[src/rtl/assembly_sequencer.sv]
// Two-pass replay controller for the text assembler: streams the source buffer as
// line/character strobes and commits finished instruction words to instruction memory.
package assembly_sequencer_pkg;
  localparam logic [1:0] IDLE                = 2'd0;
  localparam logic [1:0] PC_MAPPING          = 2'd1;
  localparam logic [1:0] INSTRUCTION_MAPPING = 2'd2;
endpackage

module assembly_sequencer
  import assembly_sequencer_pkg::*;
#(
  parameter int CHAR_PER_LINE = 64,
  parameter int NUMBER_LINES  = 256,
  parameter int MEM_LATENCY   = 2,
  parameter int CHAR_GAP      = 2,
  parameter int DONE_TIMEOUT  = 16
) (
  input  logic                                          clk_in,
  input  logic                                          rst_in,
  input  logic                                          start_in,
  input  logic [$clog2(NUMBER_LINES):0]                 num_lines_in,
  output logic [$clog2(NUMBER_LINES*CHAR_PER_LINE)-1:0] text_addr_out,
  input  logic [7:0]                                    text_data_in,
  output logic                                          new_line_out,
  output logic                                          new_character_out,
  output logic [7:0]                                    char_out,
  output logic [$clog2(NUMBER_LINES)-1:0]               line_count_out,
  output logic [$clog2(CHAR_PER_LINE)-1:0]              char_count_out,
  output logic [1:0]                                    assembler_state_out,
  input  logic                                          asm_done_in,
  input  logic                                          asm_error_in,
  input  logic [31:0]                                   instruction_in,
  output logic                                          imem_we_out,
  output logic [$clog2(NUMBER_LINES)-1:0]               imem_addr_out,
  output logic [31:0]                                   imem_data_out,
  output logic                                          busy_out,
  output logic                                          done_out,
  output logic                                          error_out,
  output logic [$clog2(NUMBER_LINES)-1:0]               error_line_out,
  output logic [2:0]                                    dbg_state_out
);
  localparam int LW      = $clog2(NUMBER_LINES);
  localparam int CW      = $clog2(CHAR_PER_LINE);
  localparam int AW      = $clog2(NUMBER_LINES*CHAR_PER_LINE);
  localparam int MAX_A   = (MEM_LATENCY > CHAR_GAP) ? MEM_LATENCY : CHAR_GAP;
  localparam int CNT_MAX = (MAX_A > DONE_TIMEOUT) ? MAX_A : DONE_TIMEOUT;
  localparam int TW      = $clog2(CNT_MAX + 1);

  typedef enum logic [2:0] {
    S_IDLE, S_NEWLINE, S_FETCH, S_EMIT, S_GAP, S_LINE_END, S_NEXT_LINE, S_FINISH
  } state_t;

  state_t          r_state;
  state_t          w_state_next;
  logic [TW-1:0]   r_cnt;
  logic            r_pass;        // 0 = label pass, 1 = instruction pass
  logic [LW:0]     r_num_lines;
  logic [LW-1:0]   r_line;
  logic [CW-1:0]   r_char;
  logic [7:0]      r_char_out;
  logic [LW-1:0]   r_idx;
  logic            r_idx_full;
  logic            r_we;
  logic [LW-1:0]   r_imem_addr;
  logic [31:0]     r_imem_data;
  logic            r_error;
  logic [LW-1:0]   r_error_line;
  logic            w_busy;
  logic            w_eol;
  logic            w_last_line;
  logic            w_commit;
  logic            w_overflow;
  logic            w_err_event;
  logic [LW:0]     w_num_clamped;

  assign w_busy        = (r_state != S_IDLE) && (r_state != S_FINISH);
  assign w_eol         = (r_char_out == 8'h0A) || (r_char_out == 8'h00) ||
                         (r_char == CW'(CHAR_PER_LINE - 1));
  assign w_last_line   = (({1'b0, r_line} + (LW+1)'(1)) == r_num_lines);
  assign w_num_clamped = (num_lines_in > (LW+1)'(NUMBER_LINES)) ? (LW+1)'(NUMBER_LINES)
                                                                 : num_lines_in;
  assign w_err_event   = (w_busy && asm_error_in) || w_overflow;

  always_comb begin
    w_state_next = r_state;
    w_commit     = 1'b0;
    w_overflow   = 1'b0;
    case (r_state)
      S_IDLE:      if (start_in) w_state_next = (num_lines_in == '0) ? S_FINISH : S_NEWLINE;
      S_NEWLINE:   w_state_next = S_FETCH;
      S_FETCH:     if (r_cnt == TW'(MEM_LATENCY)) w_state_next = S_EMIT;
      S_EMIT: begin
        if (CHAR_GAP == 0) w_state_next = w_eol ? S_LINE_END : S_FETCH;
        else               w_state_next = S_GAP;
      end
      S_GAP:       if (r_cnt == TW'(CHAR_GAP - 1)) w_state_next = w_eol ? S_LINE_END : S_FETCH;
      S_LINE_END: begin
        if (!r_pass) begin
          w_state_next = S_NEXT_LINE;
        end else if (asm_done_in) begin
          w_state_next = S_NEXT_LINE;
          w_commit     = !r_idx_full;
          w_overflow   = r_idx_full;
        end else if (r_cnt == TW'(DONE_TIMEOUT - 1)) begin
          w_state_next = S_NEXT_LINE;
        end
      end
      S_NEXT_LINE: w_state_next = (w_last_line && r_pass) ? S_FINISH : S_NEWLINE;
      S_FINISH:    w_state_next = S_IDLE;
      default:     w_state_next = S_IDLE;
    endcase
    // An assembler error preempts everything, including a same-cycle commit.
    if (w_busy && asm_error_in) begin
      w_state_next = S_FINISH;
      w_commit     = 1'b0;
      w_overflow   = 1'b0;
    end
  end

  always_ff @(posedge clk_in or posedge rst_in) begin
    if (rst_in) r_state <= S_IDLE;
    else        r_state <= w_state_next;
  end

  always_ff @(posedge clk_in or posedge rst_in) begin
    if (rst_in) begin
      r_cnt        <= '0;
      r_pass       <= 1'b0;
      r_num_lines  <= '0;
      r_line       <= '0;
      r_char       <= '0;
      r_char_out   <= '0;
      r_idx        <= '0;
      r_idx_full   <= 1'b0;
      r_we         <= 1'b0;
      r_imem_addr  <= '0;
      r_imem_data  <= '0;
      r_error      <= 1'b0;
      r_error_line <= '0;
    end else begin
      r_we  <= w_commit;
      r_cnt <= (w_state_next != r_state) ? '0 : r_cnt + TW'(1);
      if (w_err_event && !r_error) begin
        r_error      <= 1'b1;
        r_error_line <= r_line;
      end
      case (r_state)
        S_IDLE: if (start_in) begin
          r_num_lines  <= w_num_clamped;
          r_error      <= 1'b0;
          r_error_line <= '0;
          r_idx        <= '0;
          r_idx_full   <= 1'b0;
          r_pass       <= 1'b0;
          r_line       <= '0;
          r_char       <= '0;
        end
        S_NEWLINE: r_char <= '0;
        S_FETCH:   if (r_cnt == TW'(MEM_LATENCY)) r_char_out <= text_data_in;
        S_EMIT, S_GAP: if (w_state_next == S_FETCH) r_char <= r_char + CW'(1);
        S_LINE_END: if (w_commit) begin
          r_imem_addr <= r_idx;
          r_imem_data <= instruction_in;
          if (r_idx == LW'(NUMBER_LINES - 1)) r_idx_full <= 1'b1;
          else                                r_idx      <= r_idx + LW'(1);
        end
        S_NEXT_LINE: if (w_state_next == S_NEWLINE) begin
          if (w_last_line) begin
            r_pass <= 1'b1;
            r_line <= '0;
          end else begin
            r_line <= r_line + LW'(1);
          end
        end
        S_FINISH: r_pass <= 1'b0;
        default: ;
      endcase
    end
  end

  assign text_addr_out       = AW'(r_line) * AW'(CHAR_PER_LINE) + AW'(r_char);
  assign new_line_out        = (r_state == S_NEWLINE);
  assign new_character_out   = (r_state == S_EMIT);
  assign char_out            = r_char_out;
  assign line_count_out      = r_line;
  assign char_count_out      = r_char;
  assign assembler_state_out = !w_busy ? IDLE : (r_pass ? INSTRUCTION_MAPPING : PC_MAPPING);
  assign imem_we_out         = r_we;
  assign imem_addr_out       = r_imem_addr;
  assign imem_data_out       = r_imem_data;
  assign busy_out            = w_busy;
  assign done_out            = (r_state == S_FINISH);
  assign error_out           = r_error;
  assign error_line_out      = r_error_line;
  assign dbg_state_out       = r_state;
endmodule

[config.mk]
export PLATFORM = sky130hd
export DESIGN_NAME = assembly_sequencer
export DESIGN_NICKNAME = d
export VERILOG_FILES = /design/src/rtl/assembly_sequencer.sv
export SDC_FILE = /design/constraint.sdc
export NUM_CORES = 1
export LEC_CHECK = 0
export ABC_AREA = 1
export CORE_MARGIN = 5
export CORE_UTILIZATION = 45
export DETAILED_ROUTE_END_ITERATION = 8
export GPL_TIMING_DRIVEN = 0
export PLACE_DENSITY = 0.86
export RECOVER_POWER = 25
export SLEW_MARGIN = 5
export SYNTH_ARGS = -nofsm -noshare
export SYNTH_HDL_FRONTEND = slang
export SYNTH_SLANG_ARGS = --single-unit
export TNS_END_PERCENT = 20
[constraint.sdc]
create_clock -name clk_in -period 3.7 [get_ports clk_in]
set_input_delay 0.37 -clock clk_in [delete_from_list [all_inputs] [get_ports clk_in]]
set_output_delay 0.37 -clock clk_in [all_outputs]
set_load 0.03 [all_outputs]
==> run_results.csv, run 1 <==
group,metric,value,unit
setup_path,critical_path_max_stage_delay,0.70,ns
logic_synthesis,syn-mean-instance-area,8.17,sq um
routing,drt-wirelength-per-cell,14.2,um
timing,max_clock_freq,0.370,GHz
clock_network,clockRootBuffer,"sky130_fd_sc_hd__clkbuf_16",
placement,half_perimeter_wire_length_after_placement,10.1,mm
cells_and_area,layout.cell_area.non_filler,7080,sq um
logic_synthesis,synth-seq-cells,99,
clock_network,cts_hold_buf,0,
setup_path,critical_path.max_fanout,7,
setup_path,path_delay_family,"buffers and inverters",
run,cap_violations,1,
setup_path,cp_data_arrival_time,2.33,ns
floorplanning,die_area,13500,sq um
routing,m1WireLength,5.83,mm
logic_synthesis,synthDistinctLibCells,37,
placement,detailed_place.area,6770,sq um
setup_path,criticalPathCategory,"flop to output pin",
logic_synthesis,yosysMostFrequentCell,"sky130_fd_sc_hd__nand2_1",
cells_and_area,fill_cells,912,
logic_synthesis,synth-xor-area-share,1.21,%
pwr,ir_drop,0.000536,V
logic_synthesis,synth_compound_gate_area_share,7.43,%
floorplanning,die_x,116,um
logic_synthesis,synth_mux_area_share,0,%
setup_path,worst-r2r-cell-count,16,
setup_path,critical_path.startpoint_type,"flop",
setup_path,worstPathCellList,"inv_4 > nand2_4 > nor2_4 > nor2_4 > inv_1 > nor2_1 > clkdlybuf4s50_1",
routing,dr_wl_met3,1.17,mm
logic_synthesis,yosys.area_share.simple,33.0,%
logic_synthesis,syn-num-nets,683,
global_routing,antenna_violations_before_repair,0,
timing,timing.clock.skew,0.00713,ns
setup_path,cp_num_buf_inv,3,
logic_synthesis,number_of_flops_mapped_to_enable_cells_by_yosys,0,
logic_synthesis,synthTopCellsByArea,"sky130_fd_sc_hd__dfrtp_1 (49%), sky130_fd_sc_hd__nand2_1 (16%), sky130_fd_sc_hd__nand3_1 (3.8%)",
floorplanning,num_rows,38,
global_routing,grt_max_degree,57,
logic_synthesis,synth_top_family_by_area,"simple AND/OR/NAND/NOR gates",
clock_network,htreeDepth,3,
routing,dr_total_vias,4669,
logic_synthesis,synth_common_cells,"sky130_fd_sc_hd__nand2_1 (215), sky130_fd_sc_hd__dfrtp_1 (99), sky130_fd_sc_hd__inv_1 (52)",
logic_synthesis,ys.flop_type,"sky130_fd_sc_hd__dfrtp_1",
global_routing,grt_use_total,20.4,%
global_routing,global_route_wire_length_before_repair,22.1,mm
routing,wl_met2,5.94,mm
routing,first_pass_iters,5,
setup_path,cp_common_cell,"sky130_fd_sc_hd__nor2_4",
setup_path,critPathCaptureType,"output pin",
status,outcome,"finished with violations",
setup_path,critical_path.reg2reg.endpoint,"char_count_out[2]",
clock_network,cts.sink_count,99,
timing,max_slew_margin,-30.7,%
logic_synthesis,synthesis.instances,622,
cells_and_area,antenna_cells_inserted,0,
floorplanning,dieHeight,116,um
timing,number_of_endpoints_with_negative_hold_slack_in_the_final_report,0,
status,failed_checks,"max-capacitance violations, max-slew violations",
timing,worst_pin_slew,1.95,ns
routing,via_per_inst,5.04,
cells_and_area,ff_latch_area,2480,sq um
floorplanning,ioPinCount,149,
setup_path,required,3.33,ns
pwr,p_per_area,698,nW/um^2
timing,worst_hold_slack,0.481,ns
logic_synthesis,netlist_area_before_placement,5080,sq um
routing,dr.max_layer_used,"met4",
clock_network,cts_repair_resize_count,0,
clock_network,clk_latency,0.34,ns
timing,setup_violators_final,0,
logic_synthesis,top_area_cell_type_share_of_the_netlist_area,48.7,%
setup_path,critical_path.startpoint,"dbg_state_out[1]",
min_path,holdCritStartpoint,"imem_data_out[29]",
cells_and_area,post_route_cells_drive_above_1_share,9.80,%
placement,gpl.final_weighted_congestion,0.939,
logic_synthesis,async_reset_ff_share,100,%
min_path,whs_path_depth,2,
logic_synthesis,ys_warn_count,0,
global_routing,grt_remaining_overflow,0,
pwr,cellLeakagePower,3.36,nW
routing,ant_nets,0,
logic_synthesis,synth_adder_area_share,1.72,%
timing,fin_crit,2.70,ns
cells_and_area,finish.net_count,843,
clock_network,cts_inserted_buffers,9,
timing,rsz_0062_raised_after_global_routing,"false",
setup_path,rr_startpoint,"line_count_out[1]",
global_routing,grt_pass1_vias,4636,
timing,period_share,73.1,%
routing,drt_wl_total,13.1,mm
clock_network,clk_transition_reported_paths,0.07,ns
cells_and_area,areaGrowthSynthToFinish,39.4,%
routing,drc,0,
min_path,hold-path-endpoint,"imem_data_out[29]",
setup_path,slowest_stage,"sky130_fd_sc_hd__clkdlybuf4s50_1",
timing,finalMaxSlewViolations,44,
floorplanning,start_util,46.5,%
cells_and_area,multiInputGateArea,2210,sq um
floorplanning,fp.coreArea,10900,sq um
clock_network,postCtsSetupRepairBufs,0,
min_path,worstHoldPathType,"flop to flop",
placement,port_buffers,148,
clock_network,cts.path.max_buffers,2,
setup_path,reg2reg_setup_slack,1.20,ns
clock_network,cts_tree,"built",
logic_synthesis,netlist.top_cell.by_area,"sky130_fd_sc_hd__dfrtp_1",
routing,drt_iter0_markers,429,
logic_synthesis,synth_seq_area_share,48.7,%
[metrics by stage]
step           power [mW]  setup WS [ns]  cells  setup TNS [ns]  util (%)
4_1_cts              4.97           1.01    926               0      64.8
2_1_floorplan        3.11          0.740    622               0         -
5_1_grt              5.26          0.893    926               0      64.8
3_5_place_dp         3.96           1.27    911               0      61.9
3_3_place_gp         3.90         -0.750    910          -73.70      61.6
6_report             4.95          0.996    926               0      64.8
[state kept, by name, summed over array words and instances (netlist names)]
name,flops
line_count_out,8
error_out,1
char_out,8
r_pass,1
r_idx_full,1
dbg_state_out,3
imem_data_out,32
error_line_out,8
r_idx,8
r_num_lines,9
imem_we_out,1
imem_addr_out,8
r_cnt,5
char_count_out,6
[placed cells by master, fill, tap and decap left out, types with 2 or more instances in the layout]
master	count
sky130_fd_sc_hd__inv_2	5
sky130_fd_sc_hd__nand3_4	2
sky130_fd_sc_hd__nor3_1	10
sky130_fd_sc_hd__xor2_1	5
sky130_fd_sc_hd__nand3b_1	2
sky130_fd_sc_hd__buf_2	6
sky130_fd_sc_hd__o21ai_1	3
sky130_fd_sc_hd__nand3_1	39
sky130_fd_sc_hd__inv_1	51
sky130_fd_sc_hd__clkbuf_1	7
sky130_fd_sc_hd__ha_1	7
sky130_fd_sc_hd__dfrtp_1	99
sky130_fd_sc_hd__nor2_1	48
sky130_fd_sc_hd__a21oi_1	19
sky130_fd_sc_hd__nand3_2	4
sky130_fd_sc_hd__nand4_1	18
sky130_fd_sc_hd__o21ai_0	29
sky130_fd_sc_hd__a211oi_1	2
sky130_fd_sc_hd__nand2_1	215
sky130_fd_sc_hd__xnor2_1	2
sky130_fd_sc_hd__nor2_8	2
sky130_fd_sc_hd__nor2_4	9
sky130_fd_sc_hd__nand2_2	2
sky130_fd_sc_hd__clkbuf_16	9
sky130_fd_sc_hd__bufinv_16	2
sky130_fd_sc_hd__clkinv_2	2
sky130_fd_sc_hd__buf_4	16
sky130_fd_sc_hd__clkdlybuf4s50_1	147
sky130_fd_sc_hd__a21oi_4	2
sky130_fd_sc_hd__nand2_4	6
[layer usage]
metal	vias up	track usage, %
li1	2307	-
met1	2164	27.8
met2	180	32.8
met3	18	4.87
met4	0	5.57
met5	-	0
[worst reg2reg max path: stages (launching register included)]
cell and delay, ns:
sky130_fd_sc_hd__dfrtp_1 0.57, sky130_fd_sc_hd__ha_1 0.33, sky130_fd_sc_hd__nand2_1 0.12, sky130_fd_sc_hd__nand2_1 0.10
sky130_fd_sc_hd__nand2_1 0.05, sky130_fd_sc_hd__nand2_1 0.05, sky130_fd_sc_hd__nand2_1 0.05, sky130_fd_sc_hd__nor2_1 0.11
sky130_fd_sc_hd__nand2_1 0.06, sky130_fd_sc_hd__nor2_1 0.21, sky130_fd_sc_hd__nand3_4 0.16, sky130_fd_sc_hd__nand2_1 0.09
sky130_fd_sc_hd__nand2_1 0.09, sky130_fd_sc_hd__o21bai_4 0.20, sky130_fd_sc_hd__nand2_4 0.10, sky130_fd_sc_hd__nand2_1 0.07
sky130_fd_sc_hd__nand2_1 0.05
[report_power, final]
group / total, mW / switching [mW] / internal (mW)
Clock: 1.01 / 0.414 / 0.593
Sequential: 1.59 / 0.222 / 1.36
Combinational: 2.35 / 1.48 / 0.879
Total: 4.95 / 2.11 / 2.84
[layout make-up]
| class | instances | share of cell area [%] |
|---|---|---|
| Buffer | 29 | 2.49 |
| Clock buffer | 9 | 3.18 |
| Clock inverter | 6 | 1.27 |
| Inverter | 59 | 3.18 |
| Multi-Input combinational cell | 435 | 31.1 |
| Sequential cell | 99 | 35.0 |
| Tap cell | 140 | 2.47 |
| Timing Repair Buffer | 149 | 21.3 |
[kinds of logic after synthesis]
| group | after synthesis |
|---|---|
| buffers and inverters | 88 |
| AO/OA/AOI/OAI | 62 |
| flip-flops | 99 |
| AND/OR/NAND/NOR | 359 |
| XOR/XNOR | 7 |
| adder cells (fa/ha/maj) | 7 |
[worst max-delay path by stage]
stage                              to  depth (start not counted)
3_5_place_dp        char_count_out[1]                         16
2_1_floorplan       char_count_out[0]                          1
5_1_grt             char_count_out[1]                         16
4_1_cts        assembler_state_out[1]                          7
3_3_place_gp                 r_cnt[0]                          2
6_report       assembler_state_out[1]                          7
Note: power is estimated with default switching activity, not from simulation.
==> inputs of run 2 (changes only) <==
clock period = 2.5 ns   (was 3.7 ns; I/O delays follow)
==> run 2 against run 1 <==
The run now ends clean. Largest cell class unchanged. Cell count increased by 0.65%. Critical path depth increased by 6. Critical path type is now flop to flop. Combinational power increased by 51%. Critical endpoint is now line_count_out[5].
==> run_results.csv, run 2 (synthesized netlist as in run 1, its figures left out) <==
group,metric,value,unit
status,outcome,"finished, final reports clean",
timing,max_clock_freq,0.434,GHz
floorplanning,die_area,13500,sq um
pwr,totalPowerFinal,7.23,mW
cells_and_area,antenna_cells_inserted,0,
clock_network,clockRootBuffer,"sky130_fd_sc_hd__clkbuf_16",
placement,gpl.final_weighted_congestion,0.910,
timing,finalMaxSlewViolations,0,
timing,rsz_0062_raised_after_global_routing,"false",
routing,drc,0,
floorplanning,dieHeight,116,um
pwr,internal_power,4.12,mW
routing,ant_nets,0,
timing,setup_violators_final,0,
clock_network,cts_hold_buf,0,
pwr,clockPowerShare,18.7,%
placement,port_buffers,148,
routing,drt_wl_total,13.2,mm
pwr,ir_drop,0.000591,V
floorplanning,num_rows,38,
setup_path,critical_path.startpoint,"r_cnt[0]",
cells_and_area,layout_commonest_cell,"sky130_fd_sc_hd__nand2_1",
pwr,total_switching_power,3.11,mW
global_routing,grt_remaining_overflow,0,
timing,period_share,92.2,%
cells_and_area,post_route_cells_drive_above_1_share,11.0,%
timing,timing.clock.skew,0.00781,ns
global_routing,grt_max_degree,41,
floorplanning,start_util,46.5,%
clock_network,clk_transition_reported_paths,0.07,ns
global_routing,antenna_violations_before_repair,0,
global_routing,global_route_wire_length_before_repair,21.3,mm
routing,via_per_inst,4.99,
cells_and_area,finish.net_count,849,
setup_path,critical_path.max_fanout,10,
placement,half_perimeter_wire_length_after_placement,9.99,mm
global_routing,grt_pass1_vias,4416,
timing,final.setup.tns,0,ns
min_path,holdCritStartpoint,"instruction_in[25]",
cells_and_area,areaGrowthSynthToFinish,39.9,%
cells_and_area,largest_reg_flops,32,
timing,number_of_endpoints_with_negative_hold_slack_in_the_final_report,0,
floorplanning,fp.coreArea,10900,sq um
setup_path,criticalPathCategory,"flop to flop",
floorplanning,ioPinCount,149,
placement,detailed_place.area,6780,sq um
clock_network,cts.path.max_buffers,2,
cells_and_area,layout.cell_area.non_filler,7110,sq um
clock_network,cts_inserted_buffers,9,
clock_network,htreeDepth,3,
pwr,power_frac_comb,48.9,%
pwr,p_per_area,1020,nW/um^2
clock_network,cts_tree,"built",
floorplanning,die_x,116,um
timing,fin_crit,2.30,ns
min_path,worstHoldPathType,"input port to flop",
clock_network,cts.sink_count,99,
routing,dr_total_vias,4655,
timing,max_slew_margin,15.3,%
setup_path,rr_startpoint,"r_cnt[0]",
cells_and_area,layout.cells.most_common_list,"sky130_fd_sc_hd__nand2_1 (215), sky130_fd_sc_hd__clkdlybuf4s50_1 (145), sky130_fd_sc_hd__dfrtp_1 (96)",
pwr,switching_share,43.0,%
global_routing,grt_use_total,19.6,%
routing,drt_iter0_markers,344,
setup_path,required,2.72,ns
setup_path,critical_path.startpoint_type,"flop",
clock_network,clk_latency,0.34,ns
run,cap_violations,0,
setup_path,critPathCaptureType,"flop",
routing,first_pass_iters,6,
setup_path,cp_data_arrival_time,2.53,ns
pwr,cellLeakagePower,3.38,nW
timing,worst_pin_slew,1.26,ns
routing,drt-wirelength-per-cell,14.1,um
pwr,p_seq_share,32.3,%
==> run 2: final timing paths <==
| path | to | slack, ns | cells past startpoint |
|---|---|---|---|
| max | line_count_out[5] | 0.20 | 13 |
| min | imem_data_out[25] | 0.45 | 3 |
| max reg2reg | line_count_out[5] | 0.20 | 13 |
| min reg2reg | imem_data_out[3] | 0.48 | 2 |
| max in group asynchronous | imem_data_out[12] | 0.52 | 3 |
| min in group asynchronous | imem_data_out[21] | 0.64 | 2 |
==> run 2: worst max-delay path, cell delays in order, from the launching register on <==
cell and delay (ns):
sky130_fd_sc_hd__dfrtp_1 0.43, sky130_fd_sc_hd__ha_2 0.22, sky130_fd_sc_hd__nand2_1 0.07, sky130_fd_sc_hd__nor2_1 0.04
sky130_fd_sc_hd__ha_1 0.17, sky130_fd_sc_hd__nor2_1 0.10, sky130_fd_sc_hd__nand2_1 0.07, sky130_fd_sc_hd__a211o_1 0.29
sky130_fd_sc_hd__a21oi_4 0.19, sky130_fd_sc_hd__nand3_2 0.15, sky130_fd_sc_hd__nor2_8 0.20, sky130_fd_sc_hd__nand2_4 0.13
sky130_fd_sc_hd__nand3_1 0.09, sky130_fd_sc_hd__nand2_1 0.07
==> run 2: area by class of cell <==
type                    instances  area (sq um)
multi-input cells             435          2220
well taps                     140           175
fillers                       904          3820
inverters                      59           225
clock buffers                  11           233
repair buffers                155          1550
flip-flops and latches         99          2480
plain buffers                  29           176
clock inverters                 4          51.3
==> run 2: per-layer routing <==
metal,vias up,global-route usage (%),share of wire [%],wire length (um)
met4,0,3.94,0.84,110
met3,12,4.77,8.4,1110
met1,2155,26.5,44,5730
li1,2315,-,-,-
met5,-,0,0,0
met2,173,32.2,47,6210
==> run 2: through the flow <==
step | worst slack [ns] | util [%] | std cells | hold slack, ns
6_report | 0.195 | 65.0 | 932 | 0.450
5_1_grt | 0.0106 | 65.0 | 932 | 0.435
4_1_cts | 0.0272 | 64.6 | 927 | 0.371
3_5_place_dp | 0.0621 | 62.0 | 912 | 0.465
3_3_place_gp | 0.0616 | 61.7 | 910 | 0.461
2_1_floorplan | 0.187 | - | 622 | 0.360
==> run 2: power by group through the flow <==
stage / logic (mW) / clock network, mW / registers [mW]
after floorplan: 1.66 / 0 / 2.94
after global placement: 3.43 / 0 / 2.35
after detailed placement: 3.49 / 0 / 2.37
after CTS: 3.51 / 1.39 / 2.34
after global routing: 3.82 / 1.46 / 2.40
final: 3.54 / 1.36 / 2.34
==> run 2: timing repair <==
| action | in CTS | in global routing |
|---|---|---|
| setup buffers | 0 | 5 |
| resized for setup | 1 | 8 |
| endpoints found under the setup margin | 2 | 21 |
